--- config.mk ---
export PLATFORM = sky130hd
export DESIGN_NAME = dmem_copy_ctrl_flat
export DESIGN_NICKNAME = d
export VERILOG_FILES = /design/src/rtl/dmem_copy_ctrl_if.sv /design/src/rtl/dmem_copy_ctrl.sv /design/src/flat_wrapper.sv
export SDC_FILE = /design/constraint.sdc
export NUM_CORES = 1
export LEC_CHECK = 0
export ABC_AREA = 1
export ABC_CLOCK_PERIOD_IN_PS = 1500
export BUFFER_PORTS_ARGS = -buffer_cell sky130_fd_sc_hd__buf_2
export CAP_MARGIN = 20
export CORE_MARGIN = 2
export CORE_UTILIZATION = 39
export CTS_CLUSTER_SIZE = 30
export DETAILED_ROUTE_END_ITERATION = 8
export PLACE_DENSITY = 0.76
export SYNTH_ARGS = -nofsm -noshare
export SYNTH_HDL_FRONTEND = slang
export SYNTH_SLANG_ARGS = --single-unit
--- constraint.sdc ---
create_clock -name CLK -period 1.5 [get_ports CLK]
set_input_delay 0.3 -clock CLK [delete_from_list [all_inputs] [get_ports CLK]]
set_output_delay 0.3 -clock CLK [all_outputs]
set_load 0.05 [all_outputs]
--- src/rtl/dmem_copy_ctrl_if.sv ---
// Bus bundle for the data-memory copy controller: copy control, core access port
// and the shared single-port data-memory port.
interface dmem_copy_ctrl_if #(
    parameter int AW = 8
);
    logic          Start;
    logic [AW-1:0] SrcAddr;
    logic [AW-1:0] DstAddr;
    logic [AW-1:0] Len;
    logic          Busy;
    logic          Done;
    logic          CoreReq;
    logic          CoreWrite;
    logic [AW-1:0] CoreAddr;
    logic [7:0]    CoreDataIn;
    logic [7:0]    CoreDataOut;
    logic [AW-1:0] MemAddr;
    logic          MemWrite;
    logic [7:0]    MemDataIn;
    logic [7:0]    MemDataOut;

    // Controller view: owns the memory port and the status outputs
    modport master (
        input  Start, SrcAddr, DstAddr, Len,
        input  CoreReq, CoreWrite, CoreAddr, CoreDataIn,
        input  MemDataOut,
        output Busy, Done, CoreDataOut,
        output MemAddr, MemWrite, MemDataIn
    );

    // Environment view: core, copy requester and the memory itself
    modport slave (
        output Start, SrcAddr, DstAddr, Len,
        output CoreReq, CoreWrite, CoreAddr, CoreDataIn,
        output MemDataOut,
        input  Busy, Done, CoreDataOut,
        input  MemAddr, MemWrite, MemDataIn
    );
endinterface

--- src/rtl/dmem_copy_ctrl.sv ---
// Byte-serial DMA copy engine sharing a single-port data memory with a core;
// the core always wins the port and stalls the copy for that cycle.
module dmem_copy_ctrl #(
    parameter int AW = 8
) (
    input  logic             CLK,
    input  logic             Reset,
    dmem_copy_ctrl_if.master bus
);

    typedef enum logic [1:0] {
        IDLE  = 2'd0,
        READ  = 2'd1,
        WRITE = 2'd2,
        DONE  = 2'd3
    } state_e;

    localparam logic [AW-1:0] ZERO = {AW{1'b0}};
    localparam logic [AW-1:0] ONE  = {{(AW-1){1'b0}}, 1'b1};

    state_e        state_q, state_d;
    logic [AW-1:0] src_ptr_q, src_ptr_d;
    logic [AW-1:0] dst_ptr_q, dst_ptr_d;
    logic [AW-1:0] count_q, count_d;
    logic [7:0]    buf_q, buf_d;
    logic          busy_q, busy_d;
    logic          done_q, done_d;

    logic [AW-1:0] mem_addr_s;
    logic          mem_write_s;
    logic [7:0]    mem_wdata_s;

    // Next-state and datapath update; a core access freezes the copy in READ/WRITE
    always_comb begin
        state_d   = state_q;
        src_ptr_d = src_ptr_q;
        dst_ptr_d = dst_ptr_q;
        count_d   = count_q;
        buf_d     = buf_q;
        case (state_q)
            IDLE: begin
                if (bus.Start) begin
                    if (bus.Len != ZERO) begin
                        src_ptr_d = bus.SrcAddr;
                        dst_ptr_d = bus.DstAddr;
                        count_d   = bus.Len;
                        state_d   = READ;
                    end else begin
                        state_d = DONE;
                    end
                end else begin
                    state_d = IDLE;
                end
            end
            READ: begin
                if (!bus.CoreReq) begin
                    buf_d   = bus.MemDataOut;
                    state_d = WRITE;
                end else begin
                    state_d = READ;
                end
            end
            WRITE: begin
                if (!bus.CoreReq) begin
                    // Pointers wrap naturally at 2**AW
                    src_ptr_d = src_ptr_q + ONE;
                    dst_ptr_d = dst_ptr_q + ONE;
                    count_d   = count_q - ONE;
                    state_d   = (count_q > ONE) ? READ : DONE;
                end else begin
                    state_d = WRITE;
                end
            end
            DONE: begin
                state_d = IDLE;
            end
            default: begin
                state_d = IDLE;
            end
        endcase
        busy_d = (state_d == READ) || (state_d == WRITE);
        done_d = (state_d == DONE);
    end

    // State and datapath registers
    always_ff @(posedge CLK or posedge Reset) begin
        if (Reset) begin
            state_q   <= IDLE;
            src_ptr_q <= ZERO;
            dst_ptr_q <= ZERO;
            count_q   <= ZERO;
            buf_q     <= 8'd0;
            busy_q    <= 1'b0;
            done_q    <= 1'b0;
        end else begin
            state_q   <= state_d;
            src_ptr_q <= src_ptr_d;
            dst_ptr_q <= dst_ptr_d;
            count_q   <= count_d;
            buf_q     <= buf_d;
            busy_q    <= busy_d;
            done_q    <= done_d;
        end
    end

    // Memory port arbitration: core first, then the active copy phase, else core pass-through
    always_comb begin
        mem_addr_s  = bus.CoreAddr;
        mem_write_s = 1'b0;
        mem_wdata_s = bus.CoreDataIn;
        if (bus.CoreReq) begin
            mem_write_s = bus.CoreWrite;
        end else begin
            case (state_q)
                READ: begin
                    mem_addr_s = src_ptr_q;
                end
                WRITE: begin
                    mem_addr_s  = dst_ptr_q;
                    mem_write_s = 1'b1;
                    mem_wdata_s = buf_q;
                end
                default: begin
                    mem_addr_s = bus.CoreAddr;
                end
            endcase
        end
    end

    assign bus.MemAddr     = mem_addr_s;
    assign bus.MemWrite    = mem_write_s;
    assign bus.MemDataIn   = mem_wdata_s;
    assign bus.CoreDataOut = bus.MemDataOut;
    assign bus.Busy        = busy_q;
    assign bus.Done        = done_q;

endmodule

--- src/flat_wrapper.sv ---
// flat-port wrapper written by rule: the top's interface ports become plain ports
module dmem_copy_ctrl_flat 
#(
    parameter int AW = 8
)
  (CLK, Reset, bus_Start, bus_SrcAddr, bus_DstAddr, bus_Len, bus_CoreReq, bus_CoreWrite, bus_CoreAddr, bus_CoreDataIn, bus_MemDataOut, bus_Busy, bus_Done, bus_CoreDataOut, bus_MemAddr, bus_MemWrite, bus_MemDataIn);
  dmem_copy_ctrl_if #(.AW(AW)) bus_i ();
  input  logic CLK;
  input  logic Reset;
  input wire logic [$bits(bus_i.Start)-1:0] bus_Start;
  input wire logic [$bits(bus_i.SrcAddr)-1:0] bus_SrcAddr;
  input wire logic [$bits(bus_i.DstAddr)-1:0] bus_DstAddr;
  input wire logic [$bits(bus_i.Len)-1:0] bus_Len;
  input wire logic [$bits(bus_i.CoreReq)-1:0] bus_CoreReq;
  input wire logic [$bits(bus_i.CoreWrite)-1:0] bus_CoreWrite;
  input wire logic [$bits(bus_i.CoreAddr)-1:0] bus_CoreAddr;
  input wire logic [$bits(bus_i.CoreDataIn)-1:0] bus_CoreDataIn;
  input wire logic [$bits(bus_i.MemDataOut)-1:0] bus_MemDataOut;
  output wire logic [$bits(bus_i.Busy)-1:0] bus_Busy;
  output wire logic [$bits(bus_i.Done)-1:0] bus_Done;
  output wire logic [$bits(bus_i.CoreDataOut)-1:0] bus_CoreDataOut;
  output wire logic [$bits(bus_i.MemAddr)-1:0] bus_MemAddr;
  output wire logic [$bits(bus_i.MemWrite)-1:0] bus_MemWrite;
  output wire logic [$bits(bus_i.MemDataIn)-1:0] bus_MemDataIn;
  assign bus_i.Start = bus_Start;
  assign bus_i.SrcAddr = bus_SrcAddr;
  assign bus_i.DstAddr = bus_DstAddr;
  assign bus_i.Len = bus_Len;
  assign bus_i.CoreReq = bus_CoreReq;
  assign bus_i.CoreWrite = bus_CoreWrite;
  assign bus_i.CoreAddr = bus_CoreAddr;
  assign bus_i.CoreDataIn = bus_CoreDataIn;
  assign bus_i.MemDataOut = bus_MemDataOut;
  assign bus_Busy = bus_i.Busy;
  assign bus_Done = bus_i.Done;
  assign bus_CoreDataOut = bus_i.CoreDataOut;
  assign bus_MemAddr = bus_i.MemAddr;
  assign bus_MemWrite = bus_i.MemWrite;
  assign bus_MemDataIn = bus_i.MemDataIn;
  dmem_copy_ctrl #(.AW(AW)) u_core (.CLK(CLK), .Reset(Reset), .bus(bus_i));
endmodule
==> impl_results.md <==
* DRC violations left at 0
* Hold Path Class: in -> async
* Diode count at 0
* Req. time, crit path at 1.20 ns
* DRT iter0 DRCs at 153
* Final Cell Area at 3830 um^2
* Nets at 546
* H-tree levels at 2
* Yosys reg bits at 36
* YS warnings at 0
* Die area at 7270 um^2
* Cell row count at 29
* Syn Nets at 431
* HPWL after DPL at 5470 um
* Port buffer count at 79
* Worst reg2reg path startpoint: u_core.state_q[1]$_DFF_PP0_
* Unrepaired setup endpoints after global routing: true
* CP Launch Type: register
* Initial antenna violation count at 0
* Syn Area/Cell at 6.97 um^2
* Synthesized area at 2570 um^2
* Die height at 85.2 um
* Sequential share of power at 24.5%
* Tcrit/Tclk final at 132%
* Gpl congestion at 0.836
* Crit Path Max Fanout at 8
* Crit end category: primary output
* Flop2flop setup slack at -0.20 ns
* Post-DR wirelength/cell at 13.7 um
* Outcome: finished, violations left
* Pre-CTS setup slack at -0.248 ns
* Num CTS Buffers at 5
* Util after Layout at 60.4%
* Slew @ Worst Pin at 0.489 ns
* Post-layout minimum cycle time at 1.98 ns
* Max Cap Viol at 0
* WP data arrival at 1.68 ns
* R2R Path End: u_core.bus.Busy$_DFF_PP0_
* DR top layer: met4
* Number of max-slew violations in the final report at 0
* Gate power share at 66.2%
* Placed cell area at 3510 um^2
* Vias in the first global route at 2819
* Fmax at 504 MHz
* Ys async rst share at 100%
* Area fraction of the dominant cell type after synthesis at 35.0%
* Clk slew on worst S/H paths at 0.07 ns
* Netlist cell types at 24
* Root buf cell: clkbuf_8
* Met2 routed WL at 4090 um
* Later-pin clock latency in the skew report at 0.29 ns
* Final count of negative-setup-slack endpoints at 43
* Met3 wire length at 407 um
* Total iterations of the first detailed-routing run at 4
* Psw at 3.64 mW
* R2R cell count at 8
* CTS tree: done
* Initial Util at 40.5%
* Final Hold Vio Count at 0
* FF+latch area at 901 um^2
* Sequential share of the synthesized area at 35.0%
* Setup Skew at 0.00311 ns
* Largest net degree at the start of global routing at 37
* GRT overflow at 0
* Synthesis-to-layout area growth at 49.0%
* Layout cells sized above 1 at 39.0%
* Max Root-Sink Buffers at 2
* EDFF count, synth at 0
* WL final at 7700 um
* Maximum vdd drop at 1.09 mV
* First-pass GRT wire length at 12400 um
* Synth Flop Type: dfrtp_1
* Clock network fraction of total power at 9.2%
* Syn Inst Count at 369
* Slew HR at 67.4%
* GRT Util Overall at 21.3%
* I/O pin cnt at 80
* Switching fraction of total power at 46.6%
* Fill cells at 519
* Core box area at 6350 um^2
* Failing checks: setup timing
* Pint at 4.17 mW
* Leakage power at 2.11 nW
* Antenna Nets Post-Route at 0
* DR vias at 2803
* Vias per cell at 4.99
* Final WS setup at -0.483 ns
* M1 wire length at 3030 um
* CTS Sinks at 36
* CP startpoint: u_core.state_q[1]$_DFF_PP0_
* Power per cell area at 2040 nW/um^2
* Area of the multi-input gates at 1670 um^2
* Critical Path End: bus_MemAddr[4]
* Synth top area cells: dfrtp_1 35%, nand2_1 24%, mux2_2 7.9%, nand3_1 4.7%, ha_1 4.4%
* Chip Width at 85.2 um
* Cell taking the most area after synthesis: dfrtp_1
* Critical path class: reg -> out
worst max-delay path: stages, from the launching register on:
cell	delay, ns
dfrtp_1	0.42
inv_2	0.13
ha_4	0.24
nand2_8	0.13
mux2_4	0.32
buf_8	0.15
cells in the final DEF, fill, tap and decap left out, types with 5 or more instances in the layout:
master and instances:
nand2_1 155, buf_2 63, buf_4 43, dfrtp_1 36
inv_1 27, nand3_1 24, nor2_1 21, o21ai_0 12
buf_6 11, mux2_4 10, mux2_2 8, nand2_2 7
clkbuf_8 6, buf_12 6, inv_2 5
state kept, by name, summed over array words and instances, names as in the netlist:
name and count:
u_core.bus.Done 1, u_core.count_q 8, u_core.src_ptr_q 8, u_core.state_q 2
u_core.buf_q 8, u_core.dst_ptr_q 8, u_core.bus.Busy 1
worst min path at each step:
stage	startpoint	endpoint	slack, ns	depth (start not counted)
6_report	Reset	u_core.buf_q[1]$_DFFE_PP0P_	0.11	3
5_1_grt	Reset	u_core.buf_q[1]$_DFFE_PP0P_	0.17	3
4_1_cts	Reset	u_core.count_q[5]$_DFFE_PP0P_	0.13	3
3_5_place_dp	Reset	u_core.count_q[7]$_DFFE_PP0P_	0.44	3
3_3_place_gp	Reset	u_core.count_q[6]$_DFFE_PP0P_	0.44	3
2_1_floorplan	bus_MemDataOut[0]	u_core.buf_q[0]$_DFFE_PP0P_	0.45	1
metrics by stage:
| stage | power [mW] | std cells | setup TNS, ns | hold WS [ns] |
|---|---|---|---|---|
| 4_1_cts | 7.72 | 561 | -10.82 | 0.130 |
| 3_5_place_dp | 6.38 | 546 | -8.02 | 0.438 |
| 2_1_floorplan | 4.96 | 369 | -1.28 | 0.451 |
| 3_3_place_gp | 6.23 | 546 | -6.25 | 0.443 |
| 5_1_grt | 8.38 | 562 | -13.94 | 0.170 |
| 6_report | 7.81 | 562 | -11.16 | 0.111 |
synth_stat cells, types with 2 or more instances:
| cell | count |
|---|---|
| nand2_1 | 163 |
| dfrtp_1 | 36 |
| inv_1 | 30 |
| nor2_1 | 25 |
| nand3_1 | 24 |
| mux2_2 | 18 |
| o21ai_0 | 17 |
| ha_1 | 9 |
| buf_4 | 8 |
| a21oi_1 | 7 |
| buf_2 | 6 |
| a221oi_1 | 4 |
| buf_6 | 4 |
| nand4_1 | 4 |
| inv_2 | 3 |
| o211ai_1 | 2 |
| or2_2 | 2 |
power groups by stage:
stage               clock (mW)  sequential (mW)  combinational, mW
finish                   0.720             1.92               5.18
detailed placement           0             1.92               4.46
global route             0.774             1.97               5.63
CTS                      0.731             1.91               5.08
global placement             0             1.89               4.34
floorplan                    0             1.92               3.05
layout make-up:
cell class,count,share of cell area (%)
clock buffer,8,2.35
tap,77,2.51
inverter,33,3.30
multi-input combinational,281,43.4
sequential,36,23.5
timing repair buffer,127,24.9
cells by family after synthesis:
| logic type | Yosys count | share of synthesized area [%] |
|---|---|---|
| flip-flops | 36 | 35.0 |
| adder cells (fa/ha/maj) | 9 | 4.38 |
| buffers and inverters | 52 | 10.2 |
| multiplexers | 18 | 7.88 |
| AND/OR/NAND/NOR | 220 | 34.0 |
| AO/OA/AOI/OAI | 34 | 8.51 |
per-layer routing:
metal / track usage [%] / vias to the layer above
met5: 0 / -
met2: 39.3 / 87
met4: 8.80 / 0
met1: 24.6 / 1298
met3: 2.63 / 20
li1: - / 1398
timing repair:
item                                    in CTS  in global routing
buffers inserted                             6                  1
pin swaps                                    8                  5
endpoints found under the setup margin      43                 49
resized for setup                           43                  7
hold buffers                                 0                  0
cloned                                       1                  0
(Power assumes the default switching activity.)
